**src/rtl/mem_port_sched.sv**
```systemverilog
// Single-port memory scheduler: serialises each core step's instruction fetch
// and optional load/store onto one shared memory port, and holds the core in
// stall until the step's results are ready.
module mem_port_sched #(
  parameter int          MEM_LAT = 1,
  parameter int          CNT_W   = 16,
  parameter logic [31:0] NOP     = 32'h00000013
) (
  input  logic             clk,
  input  logic             rst,
  input  logic [31:0]      i_iaddr,
  output logic [31:0]      o_inst,
  input  logic             i_dren,
  input  logic             i_dwen,
  input  logic [31:0]      i_daddr,
  input  logic [31:0]      i_dwdata,
  output logic [31:0]      o_drdata,
  output logic             o_exstall,
  output logic [31:0]      o_mem_addr,
  output logic             o_mem_ren,
  output logic             o_mem_wen,
  output logic [31:0]      o_mem_wdata,
  input  logic [31:0]      i_mem_rdata,
  output logic [CNT_W-1:0] o_stall_cnt
);

  // Wait counter holds MEM_LAT-1 down to 0; zero marks the capture cycle.
  localparam int               LAT_W    = (MEM_LAT > 1) ? $clog2(MEM_LAT) : 1;
  localparam logic [LAT_W-1:0] LAT_LOAD = LAT_W'(MEM_LAT - 1);

  typedef enum logic [2:0] {
    IDLE, FETCH, FWAIT, DRD, DWAIT, DWR, RELEASE
  } state_t;

  state_t           state_q, state_d;
  logic [LAT_W-1:0] lat_q, lat_d;
  logic             drd_setup_q, drd_setup_d;
  logic             dren_q, dren_d;
  logic             dwen_q, dwen_d;
  logic [31:0]      daddr_q, daddr_d;
  logic [31:0]      dwdata_q, dwdata_d;
  logic [31:0]      inst_q, inst_d;
  logic [31:0]      drdata_q, drdata_d;
  logic [CNT_W-1:0] cnt_q, cnt_d;

  // Next-state, capture and counter logic for one core step.
  always_comb begin
    state_d     = state_q;
    lat_d       = lat_q;
    drd_setup_d = drd_setup_q;
    dren_d      = dren_q;
    dwen_d      = dwen_q;
    daddr_d     = daddr_q;
    dwdata_d    = dwdata_q;
    inst_d      = inst_q;
    drdata_d    = drdata_q;
    case (state_q)
      IDLE: state_d = FETCH;
      FETCH: begin
        // The core only presents a new request once it has advanced, so the
        // data request is sampled here and nowhere else in the step.
        dren_d   = i_dren;
        dwen_d   = i_dwen;
        daddr_d  = i_daddr;
        dwdata_d = i_dwdata;
        lat_d    = LAT_LOAD;
        state_d  = FWAIT;
      end
      FWAIT: begin
        if (lat_q == '0) begin
          inst_d = i_mem_rdata;
          if (dwen_q) begin
            state_d = DWR;               // a store wins over a simultaneous load
          end else if (dren_q) begin
            state_d     = DRD;
            drd_setup_d = 1'b1;
          end else begin
            state_d = RELEASE;
          end
        end else begin
          lat_d = lat_q - 1'b1;
        end
      end
      DRD: begin
        // A load spends one address-setup cycle before its read strobe, which
        // gives the 4+2*MEM_LAT load step.
        if (drd_setup_q) begin
          drd_setup_d = 1'b0;
        end else begin
          lat_d   = LAT_LOAD;
          state_d = DWAIT;
        end
      end
      DWAIT: begin
        if (lat_q == '0) begin
          drdata_d = i_mem_rdata;
          state_d  = RELEASE;
        end else begin
          lat_d = lat_q - 1'b1;
        end
      end
      DWR:     state_d = RELEASE;
      RELEASE: state_d = FETCH;
      default: state_d = IDLE;
    endcase
    cnt_d = (o_exstall && (cnt_q != {CNT_W{1'b1}})) ? cnt_q + 1'b1 : cnt_q;
  end

  // Control state and results, cleared by synchronous reset.
  always_ff @(posedge clk) begin
    if (rst) begin
      state_q     <= IDLE;
      lat_q       <= '0;
      drd_setup_q <= 1'b0;
      dren_q      <= 1'b0;
      dwen_q      <= 1'b0;
      inst_q      <= NOP;
      drdata_q    <= '0;
      cnt_q       <= '0;
    end else begin
      state_q     <= state_d;
      lat_q       <= lat_d;
      drd_setup_q <= drd_setup_d;
      dren_q      <= dren_d;
      dwen_q      <= dwen_d;
      inst_q      <= inst_d;
      drdata_q    <= drdata_d;
      cnt_q       <= cnt_d;
    end
  end

  // Latched data address and store data; only consumed after FETCH reloads them.
  always_ff @(posedge clk) begin
    daddr_q  <= daddr_d;
    dwdata_q <= dwdata_d;
  end

  // Memory port decode. The fetch address passes straight through in FETCH
  // because the core's new address is only valid once it has advanced.
  assign o_exstall   = (state_q != RELEASE);
  assign o_mem_ren   = (state_q == FETCH) || ((state_q == DRD) && !drd_setup_q);
  assign o_mem_wen   = (state_q == DWR);
  assign o_mem_addr  = (state_q == FETCH) ? i_iaddr :
                       ((state_q == DRD) || (state_q == DWR)) ? daddr_q : 32'h0;
  assign o_mem_wdata = (state_q == DWR) ? dwdata_q : 32'h0;
  assign o_inst      = inst_q;
  assign o_drdata    = drdata_q;
  assign o_stall_cnt = cnt_q;

endmodule
```
**config.mk**
```make
export PLATFORM = sky130hd
export DESIGN_NAME = mem_port_sched
export DESIGN_NICKNAME = d
export VERILOG_FILES = /design/src/rtl/mem_port_sched.sv
export SDC_FILE = /design/constraint.sdc
export NUM_CORES = 1
export LEC_CHECK = 0
export ABC_AREA = 1
export ABC_CLOCK_PERIOD_IN_PS = 9730
export CAP_MARGIN = 20
export CORE_ASPECT_RATIO = 1.2
export CORE_MARGIN = 3
export CORE_UTILIZATION = 45
export DETAILED_ROUTE_END_ITERATION = 16
export PLACE_DENSITY_LB_ADDON = 0.08
export SLEW_MARGIN = 10
export SYNTH_ARGS = -nofsm -noshare
export SYNTH_HDL_FRONTEND = slang
export SYNTH_SLANG_ARGS = --single-unit
```
**constraint.sdc**
```tcl
create_clock -name clk -period 9.73 [get_ports clk]
set_input_delay 1.4595 -clock clk [delete_from_list [all_inputs] [get_ports clk]]
set_output_delay 1.4595 -clock clk [all_outputs]
set_load 0.03 [all_outputs]
```
# Word level (Yosys, flattened, before mapping)
# Cells that the tools add are included.
[op_classes]
add_sub_neg = 2
n_eq_ne = 13
n_mux = 16
bitwise_logic = 1
reduce_logical = 15
[op_table]
columns = ["cell", "n"]
rows = [
  ["two-way mux 32 bit", 3],
  ["case mux 3 bit (6 select lines)", 1],
  ["adder 16 x 1 -> 16 bit, second input constant", 1],
  ["inequality test 16 bit, second input constant", 1],
  ["two-way mux 3 bit", 5],
  ["inequality test 2 bit, second input constant", 5],
  ["== test 3 bit, second input constant", 3],
  ["== test 3 x 2 -> 1 bit, second input constant", 2],
  ["AND reduction 2 bit", 3],
  ["two-way mux 1 bit", 5],
  ["AND reduction 4 bit", 1],
  ["OR reduction 2 bit", 2],
  ["== test 3 x 1 -> 1 bit, second input constant", 1],
  ["logical NOT 3 bit", 1],
  ["inequality test 3 bit, second input constant", 1],
  ["case mux 1 bit (3 select lines)", 1],
  ["AND reduction 3 bit", 1],
  ["nonzero test 3 bit", 1],
  ["logical AND 1 bit", 2],
  ["logical OR 1 bit", 2],
  ["case mux 1 bit (2 select lines)", 1],
  ["nonzero test 2 bit", 1],
  ["logical NOT 1 bit", 1],
  ["inverter 1 bit", 1],
  ["subtractor 1 bit, second input constant", 1],
]
[totals]
reg_bits = 151
input_bits = 132
out_inout_bits = 147
word_cells = 57

# Longest topological paths before layout
# Gate-level depths: netlist of run 1.
[depth]
ltp_word = 4
ltp_mapped = 9

# Worst setup path after synthesis of run 1
# OpenSTA, ideal clock, no wires.
[synth_timing]
path_type = "reg2out"
from = "reg state_q[2]"
to = "out o_mem_addr[22]"
t_arrival_ns = 3.063
required_ns = 8.271
path_slack_ns = 5.207
path_stages_with_launch = 5
path_buffers = 1
cell_sequence = "dfxtp_1 nor3_2 clkbuf_1 nand2_1 nand2_1"
[synth_via]
elab_chain_cells = 4
word_cells_on_any_way = 6
cone_classes = "eq/ne (3); mux (2); reduce/logical (1)"
[synth_rtl]
columns = ["item", "line", "source"]
rows = [
  ["start, declared", "35", "state_t state_q, state_d;"],
  ["start signal, assigned", "121", "state_q <= state_d;"],
  ["== test 3 x 2 -> 1 bit or == test 3 bit (tied branches)", "144", "((state_q == DRD) || (state_q == DWR)) ? daddr_q : 32'h0;"],
  ["logical OR 1 bit", "144", ""],
  ["two-way mux 32 bit", "144", ""],
  ["two-way mux 32 bit (*)", "143", "assign o_mem_addr = (state_q == FETCH) ? i_iaddr :"],
  ["end, declared", "19", "output logic [31:0] o_mem_addr,"],
]
# Every way passes the cells marked *; elsewhere a longest branch is shown, timed or not.

# Worst setup path after layout of run 1
[layout_timing]
from = "reg state_q[2]"
to = "out o_mem_wdata[27]"
[layout_via]
elab_chain_cells = 2
[layout_rtl]
columns = ["item", "line", "source"]
rows = [
  ["== test 3 bit", "145", "assign o_mem_wdata = (state_q == DWR) ? dwdata_q : 32'h0;"],
  ["two-way mux 32 bit", "145", ""],
  ["end, declared", "22", "output logic [31:0] o_mem_wdata,"],
]
# No other way between the ends.

==> results of run 1 <==
==> logic make-up after synthesis <==
kind of cell / synth area share
adder cells (fa/ha/maj): 0.00208
AND/OR/NAND/NOR: 0.223
AO/OA/AOI/OAI: 0.0994
buffers and inverters: 0.0617
XOR/XNOR: 0.00873
flip-flops: 0.605
==> where the power goes <==
| group | internal, mW | switching, mW |
|---|---|---|
| sequential | 0.852 | 0.0678 |
| combinational | 0.388 | 0.678 |
| clock | 0.397 | 0.247 |
| total | 1.64 | 0.992 |
==> per-stage QoR <==
step                      hold WS (ns)  worst slack, ns  utilization  total power [mW]
after floorplan                  0.450             5.21            -              1.56
after global placement           0.453             5.49        0.686              1.97
after detailed placement         0.455             5.49        0.689              2.00
after CTS                        0.472             5.08        0.735              2.65
after global routing             0.493             4.93        0.735              2.76
final                            0.470             5.11        0.735              2.63
==> per-layer routing <==
metal	track usage	up-vias	wire length [um]
li1	-	2786	-
met2	0.416	262	9320
met4	0.0852	0	478
met1	0.282	2665	7210
met3	0.0833	27	1500
met5	0	-	0
==> worst paths after layout <==
| kind | from | endpoint | slack, ns | depth (start not counted) |
|---|---|---|---|---|
| setup / recovery | state_q[2] | o_mem_wdata[27] | 5.11 | 7 |
| hold / removal | o_inst[19] | o_inst[19] | 0.47 | 2 |
| setup reg to reg | state_q[1] | state_q[1] | 7.45 | 6 |
| hold reg to reg | o_inst[19] | o_inst[19] | 0.47 | 2 |
==> state kept, by name, indices dropped and copies added (netlist names) <==
name and count:
daddr_q 32, state_q 3, o_drdata 32, dwdata_q 32
drd_setup_q 1, o_stall_cnt 16, o_inst 32, dren_q 1
dwen_q 1
==> worst register-to-register path, stage by stage (launching register included) <==
cell and delay, ns:
dfxtp_1 0.47, nand2_1 0.19, inv_2 0.12, nand2_2 0.40, inv_2 0.68, a21oi_1 0.16, a31oi_1 0.18
==> cells in the final DEF (no fill, tap or decap), drive strengths merged <==
cell type / count
clkdlybuf4s50: 277
nand2: 183
nor2: 127
dfxtp: 86
o21ai: 69
edfxtp: 64
inv: 57
a21oi: 47
clkbuf: 22
nand3: 16
nand4: 6
clkinv: 5
buf: 4
xnor2: 3
xor2: 3
nor3: 2
a211oi: 1
nor3b: 1
a31oi: 1
ha: 1
bufinv: 1
==> final cells by class <==
| class | count | share of cell area |
|---|---|---|
| clock inverter | 10 | 0.00911 |
| tap | 164 | 0.0217 |
| multi-input combinational | 460 | 0.213 |
| clock buffer | 22 | 0.0536 |
| sequential | 150 | 0.384 |
| timing repair buffer | 281 | 0.298 |
| inverter | 53 | 0.0210 |
==> summary.txt, run 1 <==
Clock tree
  – Sink Count: 150
  – Clock Tree Buf Depth: 2
  – CTS clk-pin slew, worst paths: 0.06 ns
  – CTS Hold Buffers Added: 0
  – CTS resizes: 0
  – CTS tree: yes
  – Setup bufs post-CTS: 0
  – CTS Buf Count: 17
  – H-tree level count: 4
  – Clock root cell: clkbuf_16
  – Clock latency on the worst-skew pair: 0.41 ns

Drt
  – Vias/cell: 5.04
  – Starting DRC count in detailed routing: 345
  – DR pass1 iterations: 5
  – Routed wire length: 18,500 um
  – WL per Instance: 16.2 um
  – DR vias: 5,740
  – DRT antenna net count: 0
  – DRC: 0

Layout
  – Area delta synth->final: 57.5%
  – Fill count: 979
  – Area of the multi-input gates: 0.00202 mm2
  – Share of cells above drive strength 1: 0.0564
  – Post-Layout Cell Count: 1,140
  – Antenna Cells: 0
  – Fin area: 0.00948 mm2
  – Layout Nets: 1,096
  – Seq. cell area: 0.00364 mm2

GRT
  – Largest net degree at the start of global routing: 60
  – Grt total ovfl: 0
  – GR Util All Layers: 0.242
  – Antenna violations before repair: 0
  – First-pass GRT wire length: 28,600 um
  – Vias in the first global route: 5,396

Timing
  – Rel. slew slack: 0.399
  – Final Max Slew Viols: 0
  – Period minus WS final: 4.62 ns
  – Tcrit/Tclk final: 0.475
  – Slew @ Worst Pin: 0.901 ns
  – RSZ-0062 raised after global routing: no
  – # setup viols final: 0
  – Final setup TNS: 0 ns
  – Fin Clk Skew: 0.0106 ns
  – Fmax: 216 MHz
  – Fin. Hold Viols: 0

Critical path
  – Crit path capture type: output pin
  – Critical path's most frequent cell: inv_2
  – Cell Chain, Critical Path: inv_2 > nor2_2 > inv_2 > nor2_4 > inv_2 > nor2_1 > clkdlybuf4s50_1
  – CP max FO: 34
  – Slowest CP cell: clkdlybuf4s50_1
  – CP Buf/Inv Count: 4
  – Crit-path leading delay family: buffers and inverters
  – Max incr delay on CP: 0.76 ns
  – CP required: 8.27 ns
  – Critical Path AT: 3.16 ns
  – Crit start category: register
  – Crit Path Class: register to output pin

Place
  – Placed Area: 0.00888 mm2
  – Routability congestion estimate from global placement: 0.837
  – Detailed placement HPWL: 13,100 um
  – Port Buffers: 278
  – Placed Cells: 1,108

Pwr
  – P_leak: 3.65 nW
  – Maximum VDD drop: 0.203 mV
  – P per Cell Area: 277 mW/mm2

Logic synthesis
  – EDFF count, synth: 64
  – Syn nets: 831
  – Synth Flop Type: dfxtp_1
  – Cell variety after synth: 29
  – Seq/Total Area, Yosys: 0.605
  – Count leader, synth: nand2_1
  – Mapped Area: 0.00602 mm2
  – Async SR Flop Fraction: 0
  – Top cell type by total area after synthesis: edfxtp_1
  – Synth warn: 0
  – Synth Register Bits: 150
  – Synth cell count leaders: 180 x nand2_1, 121 x nor2_1, 86 x dfxtp_1, 64 x edfxtp_1, 61 x o21ai_0
  – Ranking of synthesized cells by area: edfxtp_1 32%, dfxtp_1 29%, nand2_1 11%, nor2_1 7.5%, o21ai_0 5.1%
  – Avg Inst Size Synth: 8.62 um2
  – Synth top area share: 0.319
  – Synth Instances: 698

Die
  – Die Span Y: 133 um
  – Die Area: 0.0148 mm2
  – Starting density of the core: 0.467
  – Row count: 45
  – Core ar.: 0.0129 mm2
  – Boundary pin count: 279
  – Die W: 112 um

Run status
  – Outcome: completed

Worst hold path
  – Hold Path Class: register to register

Job
  – Max-cap check violation count: 0
No activity file was read; power rests on OpenSTA's default activity.
==> run 2: changes to the inputs <==
--- a/config.mk
+++ b/config.mk
@@ -6,11 +6,11 @@
 export NUM_CORES = 1
 export LEC_CHECK = 0
 export ABC_AREA = 1
-export ABC_CLOCK_PERIOD_IN_PS = 9730
+export ABC_CLOCK_PERIOD_IN_PS = 4230
 export CAP_MARGIN = 20
 export CORE_ASPECT_RATIO = 1.2
 export CORE_MARGIN = 3
-export CORE_UTILIZATION = 45
+export CORE_UTILIZATION = 37
 export DETAILED_ROUTE_END_ITERATION = 16
 export PLACE_DENSITY_LB_ADDON = 0.08
 export SLEW_MARGIN = 10
==> constraint.sdc (replaced) <==
create_clock -name clk -period 4.23 [get_ports clk]
set_input_delay 0.6345 -clock clk [delete_from_list [all_inputs] [get_ports clk]]
set_output_delay 0.6345 -clock clk [all_outputs]
set_load 0.03 [all_outputs]
==> run 2 against run 1 <==
Compared with the run above: critical path depth did not move; register-to-register slack got worse by 5.4 ns; global-route usage fell by 4.2 points; largest cell class unchanged.
==> summary.txt, run 2 (synthesis results as in run 1) <==
Die
  – Boundary pin count: 279 (unchanged)
  – Row count: 50 (was 45)
  – Core ar.: 0.0158 mm2 (was 0.0129 mm2)
  – Die Area: 0.0178 mm2 (was 0.0148 mm2)
  – Die Span Y: 146 um (was 133 um)
  – Starting density of the core: 0.382 (was 0.467)
  – Die W: 122 um (was 112 um)

Layout
  – Layout Nets: 1,097 (was 1,096)
  – Share of cells above drive strength 1: 0.0553 (was 0.0564)
  – Area delta synth->final: 58.7% (was 57.5%)
  – Most frequent cells in the layout: 277 x clkdlybuf4s50_1, 180 x nand2_1, 121 x nor2_1 (unchanged)
  – Antenna Cells: 0 (unchanged)
  – Fill count: 1,440 (was 979)
  – Core Util, Final: 0.606 (was 0.735)
  – Post-Layout Cell Count: 1,185 (was 1,140)
  – Most common cell after layout, fill and taps aside: clkdlybuf4s50_1 (unchanged)

GRT
  – Antenna violations before repair: 0 (unchanged)
  – Vias in the first global route: 5,105 (was 5,396)
  – GR Util All Layers: 0.201 (was 0.242)
  – Grt total ovfl: 0 (unchanged)
  – First-pass GRT wire length: 27,800 um (was 28,600 um)
  – Largest net degree at the start of global routing: 97 (was 60)

Clock tree
  – CTS Buf Count: 17 (unchanged)
  – H-tree level count: 4 (unchanged)
  – CTS resizes: 0 (unchanged)
  – Clock Tree Buf Depth: 2 (unchanged)
  – CTS clk-pin slew, worst paths: 0.06 ns (about the same)
  – Clock latency on the worst-skew pair: 0.42 ns (was 0.41 ns)
  – CTS Hold Buffers Added: 0 (unchanged)
  – Sink Count: 150 (unchanged)
  – Setup bufs post-CTS: 0 (unchanged)
  – CTS tree: yes (unchanged)
  – Clock root cell: clkbuf_16 (unchanged)

Place
  – Detailed placement HPWL: 12,700 um (was 13,100 um)
  – Placed Cells: 1,153 (was 1,108)
  – Pre-CTS setup slack: 0.958 ns (was 5.49 ns)
  – Port Buffers: 278 (unchanged)
  – Routability congestion estimate from global placement: 0.806 (was 0.837)

Timing
  – Final setup TNS: 0 ns (unchanged)
  – # setup viols final: 0 (unchanged)
  – Fin. Hold Viols: 0 (unchanged)
  – Fmax: 271 MHz
  – Slew @ Worst Pin: 0.750 ns (was 0.901 ns)
  – Tcrit/Tclk final: 0.871
  – Final Max Slew Viols: 0 (unchanged)
  – Period minus WS final: 3.69 ns
  – Setup WS post-layout: 0.544 ns (was 5.11 ns)
  – Rel. slew slack: 0.499 (was 0.399)
  – RSZ-0062 raised after global routing: no (unchanged)
  – Fin Clk Skew: 0.00741 ns (was 0.0106 ns)

Critical path
  – FF-to-FF setup slack: 2.06 ns (was 7.45 ns)
  – Crit Path Class: register to output pin (unchanged)
  – CP required: 3.60 ns (was 8.27 ns)
  – Critical Path AT: 3.05 ns (was 3.16 ns)
  – Crit path capture type: output pin (unchanged)
  – CP max FO: 34 (unchanged)
  – Crit start category: register (unchanged)

Drt
  – DR vias: 5,468 (was 5,740)
  – WL per Instance: 15.1 um (was 16.2 um)
  – DRC: 0 (unchanged)
  – DR pass1 iterations: 4 (was 5)
  – Starting DRC count in detailed routing: 233 (was 345)
  – DRT antenna net count: 0 (unchanged)
  – Routed wire length: 17,900 um (was 18,500 um)
  – Vias/cell: 4.61 (was 5.04)

Pwr
  – Comb pwr share: 0.401 (was 0.405)
  – P_leak: 3.65 nW (about the same)
  – Int Pwr: 3.82 mW (was 1.64 mW)
  – Clock network power share: 0.252 (was 0.245)
  – Maximum VDD drop: 0.297 mV (was 0.203 mV)
  – Switching Share: 0.374 (was 0.377)
  – Power, Total: 6.09 mW (was 2.63 mW)
  – Sequential Power Share: 0.346 (was 0.350)
  – Sw power: 2.28 mW (was 992 uW)
  – P per Cell Area: 638 mW/mm2 (was 277 mW/mm2)

Job
  – Max-cap check violation count: 0 (unchanged)

Run status
  – Outcome: completed (unchanged)

Worst hold path
  – Hold Path Class: register to register (unchanged)
[run 2: changes by cell type in the layout (fill, tap and decap cells not counted), sizes merged]
cell,before,now
buf,4,5
clkbuf,22,24
clkinv,5,4
clkinvlp,0,1
inv,57,55
[run 2: stage by stage]
| stage | hold WS (ns) | area, um2 |
|---|---|---|
| final | 0.464 | 9550 |
| after global routing | 0.484 | 9550 |
| after CTS | 0.467 | 9550 |
| after detailed placement | 0.457 | 8930 |
| after global placement | 0.451 | 8930 |
| after floorplan | 0.450 | 6020 |
[run 2: area by class of cell]
class	instances	area (um2)	area share
tap	208	260	0.0272
sequential	150	3640	0.381
multi-input combinational	460	2010	0.211
inverter	53	199	0.0208
clock inverter	8	80.1	0.00838
clock buffer	24	538	0.0563
timing repair buffer	282	2820	0.295
[run 2: worst paths after layout]
path | from | end | cells past startpoint
worst max-delay path | state_q[2] | o_mem_wdata[8] | 7
worst max register to register | state_q[1] | state_q[1] | 6
worst min register to register | o_inst[11] | o_inst[11] | 2
worst min-delay path | o_inst[11] | o_inst[11] | 2
[run 2: critical path, cell delays in order, from the launching register on]
cell             delay (ns)
dfxtp_1                0.43
inv_2                  0.06
nor2_2                 0.17
inv_2                  0.07
nor2_4                 0.57
inv_2                  0.42
nor2_1                 0.21
clkdlybuf4s50_1        0.69
[run 2: power by group through the flow]
stage / registers, mW / clock network, mW / logic (mW)
2_1_floorplan: 2.44 / 0 / 1.16
5_1_grt: 2.15 / 1.63 / 2.64
3_3_place_gp: 2.13 / 0 / 2.48
3_5_place_dp: 2.14 / 0 / 2.47
6_report: 2.11 / 1.54 / 2.44
4_1_cts: 2.12 / 1.58 / 2.48
[run 2: routing by layer]
metal / vias up / wire length, um / share of wire / global-route usage
met5: - / 0 / 0 / 0
met1: 2475 / 7130 / 0.40 / 0.233
met3: 14 / 1870 / 0.10 / 0.0871
li1: 2785 / - / - / -
met4: 0 / 201 / 0.011 / 0.0627
met2: 194 / 8680 / 0.49 / 0.332
